`config.mk`:
```
export PLATFORM = sky130hd
export DESIGN_NAME = status_register
export DESIGN_NICKNAME = d
export VERILOG_FILES = /design/src/rtl/status_register_pkg.sv /design/src/rtl/flag_stack.sv /design/src/rtl/status_register.sv
export SDC_FILE = /design/constraint.sdc
export NUM_CORES = 1
export LEC_CHECK = 0
export ABC_CLOCK_PERIOD_IN_PS = 3060
export BUFFER_PORTS_ARGS = -buffer_cell sky130_fd_sc_hd__buf_4
export CAP_MARGIN = 25
export CORE_MARGIN = 5
export CORE_UTILIZATION = 55
export CTS_BUF_LIST = sky130_fd_sc_hd__clkbuf_4
export CTS_CLUSTER_DIAMETER = 80
export DETAILED_ROUTE_END_ITERATION = 7
export PLACE_DENSITY = 0.91
export RECOVER_POWER = 100
export SYNTH_ARGS = -nofsm -noshare
export SYNTH_HDL_FRONTEND = slang
export SYNTH_HIERARCHICAL = 1
export SYNTH_SLANG_ARGS = --single-unit
```
`constraint.sdc`:
```
create_clock -name clock -period 3.06 [get_ports clock]
set_input_delay 0.153 -clock clock [delete_from_list [all_inputs] [get_ports clock]]
set_output_delay 0.153 -clock clock [all_outputs]
set_load 0.1 [all_outputs]
```
`src/rtl/status_register_pkg.sv`:
```
// rtl/status_register_pkg.sv - shared flag indices, flag vector type and stack depth default
package status_register_pkg;

  localparam int FLAG_N = 3;
  localparam int FLAG_Z = 2;
  localparam int FLAG_C = 1;
  localparam int FLAG_V = 0;

  localparam int DEPTH_DEFAULT = 4;

  typedef logic [3:0] flags_t;

  // Per-bit select: mask=1 takes the update value, mask=0 keeps the current one.
  function automatic flags_t merge_flags(flags_t cur, flags_t upd, flags_t mask);
    return (cur & ~mask) | (upd & mask);
  endfunction

endpackage

```
`src/rtl/flag_stack.sv`:
```
// rtl/flag_stack.sv - shadow flag LIFO with push, pop, swap and occupancy counter
module flag_stack
  import status_register_pkg::*;
#(
  parameter int DEPTH = DEPTH_DEFAULT,
  localparam int DW = $clog2(DEPTH + 1),
  localparam int AW = $clog2(DEPTH)
) (
  input  logic          clock,
  input  logic          reset,
  input  logic          push,
  input  logic          pop,
  input  flags_t        din,
  output flags_t        top,
  output logic [DW-1:0] depth,
  output logic          full,
  output logic          empty
);

  flags_t        mem [DEPTH];
  logic          do_push;
  logic          do_pop;
  logic          do_swap;
  logic          do_write;
  logic [AW-1:0] top_ptr;
  logic [AW-1:0] wr_ptr;

  assign full  = (depth == DW'(DEPTH));
  assign empty = (depth == '0);

  // push+pop on an empty stack degrades to a plain push
  assign do_swap  = push & pop & ~empty;
  assign do_push  = push & ~full & ~do_swap;
  assign do_pop   = pop & ~push & ~empty;
  assign do_write = do_push | do_swap;

  assign top_ptr = AW'(depth - DW'(1));
  assign wr_ptr  = do_swap ? top_ptr : AW'(depth);
  assign top     = mem[top_ptr];

  always_ff @(posedge clock or posedge reset) begin
    if (reset) begin
      depth <= '0;
    end else if (do_push) begin
      depth <= depth + DW'(1);
    end else if (do_pop) begin
      depth <= depth - DW'(1);
    end
  end

  // Storage is unreset; entries at or above depth are unreachable.
  always_ff @(posedge clock) begin
    if (!reset && do_write) begin
      mem[wr_ptr] <= din;
    end
  end

endmodule

```
`src/rtl/status_register.sv`:
```
// rtl/status_register.sv - live NZCV flags with ALU/direct-write/restore priority and sticky stack errors
module status_register
  import status_register_pkg::*;
#(
  parameter int DEPTH = DEPTH_DEFAULT,
  localparam int DW = $clog2(DEPTH + 1)
) (
  input  logic          clock,
  input  logic          reset,
  input  logic          alu_update,
  input  logic [3:0]    alu_mask,
  input  logic [3:0]    alu_flags,
  input  logic          wr_en,
  input  logic [3:0]    wr_flags,
  input  logic          push,
  input  logic          pop,
  input  logic          err_clear,
  output logic          Neg,
  output logic          Zer,
  output logic          Carry,
  output logic          V,
  output logic [DW-1:0] depth,
  output logic          full,
  output logic          empty,
  output logic          ovf_err,
  output logic          udf_err
);

  flags_t live;
  flags_t live_nxt;
  flags_t stack_top;
  logic   restore;
  logic   ovf_evt;
  logic   udf_evt;

  flag_stack #(
    .DEPTH(DEPTH)
  ) u_stack (
    .clock(clock),
    .reset(reset),
    .push (push),
    .pop  (pop),
    .din  (live),
    .top  (stack_top),
    .depth(depth),
    .full (full),
    .empty(empty)
  );

  assign restore = pop & ~empty;
  assign ovf_evt = push & ~pop & full;
  assign udf_evt = pop & ~push & empty;

  always_comb begin
    live_nxt = live;
    if (restore) begin
      live_nxt = stack_top;
    end else if (wr_en) begin
      live_nxt = wr_flags;
    end else if (alu_update) begin
      live_nxt = merge_flags(live, alu_flags, alu_mask);
    end
  end

  // A new error event outranks err_clear in the same cycle.
  always_ff @(posedge clock or posedge reset) begin
    if (reset) begin
      live    <= '0;
      ovf_err <= 1'b0;
      udf_err <= 1'b0;
    end else begin
      live    <= live_nxt;
      ovf_err <= ovf_evt | (ovf_err & ~err_clear);
      udf_err <= udf_evt | (udf_err & ~err_clear);
    end
  end

  assign Neg   = live[FLAG_N];
  assign Zer   = live[FLAG_Z];
  assign Carry = live[FLAG_C];
  assign V     = live[FLAG_V];

endmodule
```
Yosys cells after proc, flatten, opt, wreduce, memory -nomap -nowiden
Memory sizes are Yosys's and may differ from the RTL's. Index checks and enable logic that the tools add are counted.

Output and inout port bits: 11. Word-level logic and storage cells: 46. Flip-flop bits (word level): 9. Memories kept: 1. Bits in writable memories: 16.

Memory list: u_stack.mem (words 4, bits a word 4, rd ports 1, clocked after memory_dff 0, write ports 1, RTL line flag_stack.sv:20) `flags_t mem [DEPTH];`.

Mux-type cells: 8. Add/subtract/negate cells: 2. Bitwise gates (word level): 25. Reduce and logical (&&, ||, !) cells: 5. Eq/ne operators: 1.

Operators by type and width (number): $and A1 B1 Y1 (12); $mux W4 (3); $and A4 B4 Y4 (2); $mux W3 (2); $not A1 Y1 (6); $not A4 Y4 (1); $or A4 B4 Y4 (1); $add A3 B1 Y3 const B (1); $eq A3 B3 Y1 const B (1); $logic_not A3 Y1 (1); $or A1 B1 Y1 (3); $reduce_bool A3 Y1 (1); $sub A3 B1 Y3 const B (1); $mux W1 (2); $mux W2 (1); $reduce_bool A2 Y1 (1); $logic_and A1 B1 Y1 (1); $logic_not A1 Y1 (1).

Depth between registers and ports, before layout
Depth in word-level cells: 9. Depth in mapped cells: 9. Mapped depth without buffers: 7.

Modules after synthesis
Netlist, hierarchy kept.

By module, submodules not included: flag_stack (times used 1, cells an instance 71, area each 979.7 µm²); status_register (times used 1, cells an instance 35, area each 327.8 µm²).

Worst setup path before layout
Ideal clock, no wire load.

Kind: flip-flop to flip-flop. Start point: reg u_stack.depth[0]. End point: mem u_stack/mem[2][0] (netlist name) (enable). Buffers on the path: 1. Arrival: 3090 ps. Data required time: 2686 ps. Slack: -404 ps. Period minus slack after synthesis: 3464 ps. Stages on the path, launching flop included: 8. Cell sequence: dfrtp_1 clkbuf_1 inv_1 ha_1 nand2b_4 inv_2 or4_4 a221oi_1.

Longest elaborated chain between the ends: 9.

Ends and longest elaborated chain: start, declared (RTL line flag_stack.sv:15) `output logic [DW-1:0] depth,`; start signal, assigned (RTL line flag_stack.sv:45) `depth <= depth + DW'(1);`; start signal, assigned (RTL line flag_stack.sv:47) `depth <= depth - DW'(1);`; $logic_not A3 Y1 * (RTL line flag_stack.sv:29) `assign empty = (depth == '0);`; via empty (RTL line status_register.sv:24) `output logic empty,`; $not A1 Y1 * (RTL line flag_stack.sv:32) `assign do_swap = push & pop & ~empty;`; $and A1 B1 Y1 * (RTL line flag_stack.sv:32); $not A1 Y1 (RTL line flag_stack.sv:33) `assign do_push = push & ~full & ~do_swap;`; $and A1 B1 Y1 (RTL line flag_stack.sv:33); $or A1 B1 Y1 (RTL line flag_stack.sv:35) `assign do_write = do_push | do_swap;`; $logic_and A1 B1 Y1 (RTL line flag_stack.sv:53) `if (!reset && do_write) begin`; $mux W1 (RTL line flag_stack.sv:53); $mux W1 (not written as such) (RTL line flag_stack.sv:54) `mem[wr_ptr] <= din;`; end, declared (RTL line flag_stack.sv:20).

Mark *: on every way through the listed nets, which the timed path passes. The rest lies on a longest branch.

Worst setup path in the final report
Start point: reg u_stack.depth[0]. End point: mem u_stack/mem[2][0] (netlist name) (enable).

Longest elaborated chain between the ends: 9.

Ends and longest elaborated chain (RTL line): $logic_not A3 Y1 (flag_stack.sv:29); $not A1 Y1 (flag_stack.sv:32); $and A1 B1 Y1 (flag_stack.sv:32); $not A1 Y1 (flag_stack.sv:33); $and A1 B1 Y1 (flag_stack.sv:33); $or A1 B1 Y1 (flag_stack.sv:35); $logic_and A1 B1 Y1 (flag_stack.sv:53); $mux W1 (flag_stack.sv:53); $mux W1 (not written as such) (flag_stack.sv:54).

Parallel ways exist; a longest one is shown, timed or not.

==> reports/metrics.yaml <==
clocking:
  cts_tree: "yes"
  cts_buffer_depth: 2
  cts.sinks: 25
  clkTransAtPathRegs_ns: 0.14
  cts_root_buf: "clkbuf_4"
  clk_latency_ns: 0.33
  cts_resized: 0
  h-tree-depth: 1
  cts_buffers: 3
worst_setup_path:
  regToRegEndpoint: "u_stack/mem[2][0]$_DFFE_PP_"
  max_stage_delay_ns: 0.63
  critPathRequiredTime_ns: 3.04
  startpoint_type: "flop"
  r2r-start: "u_stack/depth[0]$_DFFE_PP0P_"
  crit_end: "u_stack/mem[2][0]$_DFFE_PP_"
  path_common_cell: "inv_1"
  cp_cell_sequence: "inv_1 -> ha_1 -> nand2b_2 -> inv_1 -> or4_1 -> a221oi_1"
  crit_fanout: 9
  r2r_cells: 6
  startpoint: "u_stack/depth[0]$_DFFE_PP0P_"
  cp.arrival_ns: 2.64
  reg2reg_slack_ns: 0.40
  crit_type: "reg2reg"
  cp-end-kind: "flop"
  cp_slowest_cell: "a221oi_1"
layout:
  diodes: 0
  nNetsFinal: 160
  final_common_cell: "buf_4"
  drive_gt1_share_pct: 23.4
  final_cell_mix: "buf_4 (17), edfxtp_1 (16), clkbuf_1 (11)"
  area_growth_pct: 18.1
  final_area_mm2: 0.00154
global_route:
  grt_pass1_vias: 1066
  grt_pass1_wl_um: 5100
  grt_util_all_layers_pct: 19.4
  grt_max_degree: 16
  antenna_found_initial: 0
  grt_overflow: 0
logic_synthesis:
  synth_warnings: 6
  ys_ff_latch: 25
  syn_area_per_cell_um2: 12.3
  syn-instance-count: 106
  synthesis.area_mm2: 0.00131
  synth-edff-count: 16
  yosysUniqueCellTypes: 33
  ys_seq_area_share_pct: 54.0
  async_flop_share_pct: 36.0
  synth_ff_type: "edfxtp_1"
  syn_nets: 128
timing:
  period_minus_slack_ns: 2.66
  tightest_slew_ns: 1.20
  finalSetupTns_ns: 0
  whs_ns: 0.0108
  fin_crit_sh_pct: 86.9
  clock.fmax_mhz: 376
  max_slew_margin_pct: 20.5
  setup_viol: 0
  drv_slew: 0
  grt_setup_unrepaired: "false"
  fin_worst_skew_ns: 0.00180
  hold_violations: 0
run:
  maxCapViolations: 0
routing:
  ant_nets: 0
  wire_per_inst_um: 17.1
  drt-total-wl_um: 2820
  routed_via_density: 6.07
  drt_first_iter_violations: 49
  drc: 0
  first_pass_iters: 5
  vias: 1002
floorplan:
  row_count: 17
  io_pins: 30
  fp.coreArea_mm2: 0.00223
  initial_utilization_pct: 58.5
  die_y_um: 58.8
  dieWidth_um: 58.8
  die_area_mm2: 0.00345
worst_hold_path:
  hp-start: "err_clear"
  hp-class: "in2reg"
outcome:
  status: "finished, final reports clean"
placement:
  io_buffers: 29
  place_area_mm2: 0.00157
  gp_congestion: 0.908
  detailed_place_hpwl_um: 2180
## layer usage
| layer | up-vias | GRT usage [%] | part of all wire (%) |
|---|---|---|---|
| met3 | 2 | 1.97 | 6.1 |
| met1 | 467 | 27.5 | 45 |
| met2 | 61 | 30.6 | 48 |
| met4 | 0 | 7.77 | 0.67 |
| met5 | - | 0 | 0 |
| li1 | 472 | - | - |
## critical path: cells and delay by family (launching register included)
kind	cells	cell delay [ns]
AO/OA/AOI/OAI	1	0.63
adder cells (fa/ha/maj)	1	0.33
buffers and inverters	2	0.24
flip-flops	1	0.53
AND/OR/NAND/NOR	2	0.59
## layout make-up
type | instances | area (um^2)
Clock buffer | 3 | 22.5
Fill cell | 173 | 689
Multi-Input combinational cell | 66 | 534
Inverter | 10 | 37.5
Sequential cell | 25 | 711
Tap cell | 28 | 35.0
Clock inverter | 1 | 7.51
Timing Repair Buffer | 32 | 196
## what timing repair did
item,CTS,global route
buffers inserted,0,0
hold buffers,1,0
setup endpoints to repair,0,0
endpoints found under the hold margin,9,0
## cells by family after synthesis
family | count (synthesis) | synth area share, %
compound gates | 27 | 16.2
simple gates | 27 | 11.9
mux | 7 | 9.28
xor+xnor | 2 | 1.34
buf+inv | 15 | 4.50
fa+ha+maj | 3 | 2.87
flops | 25 | 54.0
## synthesized netlist by cell type (2+ instances only)
| cell | count | area, um^2 |
|---|---|---|
| a221oi_1 | 3 | 26.3 |
| dfrtp_1 | 9 | 225 |
| ha_1 | 3 | 37.5 |
| mux2i_1 | 2 | 20.0 |
| a21boi_1 | 4 | 30.0 |
| a2111oi_0 | 2 | 17.5 |
| mux4_2 | 4 | 90.1 |
| a311o_1 | 2 | 20.0 |
| nor2b_1 | 6 | 37.5 |
| nand2_1 | 9 | 33.8 |
| a31oi_1 | 2 | 12.5 |
| buf_2 | 2 | 10.0 |
| nand3_1 | 4 | 20.0 |
| clkbuf_1 | 3 | 11.3 |
| edfxtp_1 | 16 | 480 |
| o22ai_1 | 2 | 12.5 |
| o31ai_1 | 5 | 37.5 |
| a311oi_1 | 4 | 35.0 |
| inv_1 | 9 | 33.8 |
| xnor2_1 | 2 | 17.5 |
## stage by stage
step	worst slack, ns	util (%)	instances
6_report	0.401	69.1	165
5_1_grt	0.200	69.1	165
4_1_cts	0.469	71.9	165
3_5_place_dp	0.492	70.1	160
3_3_place_gp	0.555	70.1	160
2_1_floorplan	-0.131	-	106
## how the worst min path moves through the flow
stage / slack (ns) / cells past startpoint / to
floorplan: -0.09 / 1 / u_stack/depth[2]$_DFFE_PP0P_
global placement: 0.07 / 2 / u_stack/depth[0]$_DFFE_PP0P_
detailed placement: 0.07 / 2 / u_stack/depth[0]$_DFFE_PP0P_
CTS: 0.002 / 2 / udf_err$_DFF_PP0_
global route: 0.02 / 2 / udf_err$_DFF_PP0_
finish: 0.01 / 2 / udf_err$_DFF_PP0_
Power is left out: the tool's default activity adds up to more than one toggle a clock period on the data nets, which glitch-free logic cannot reach.
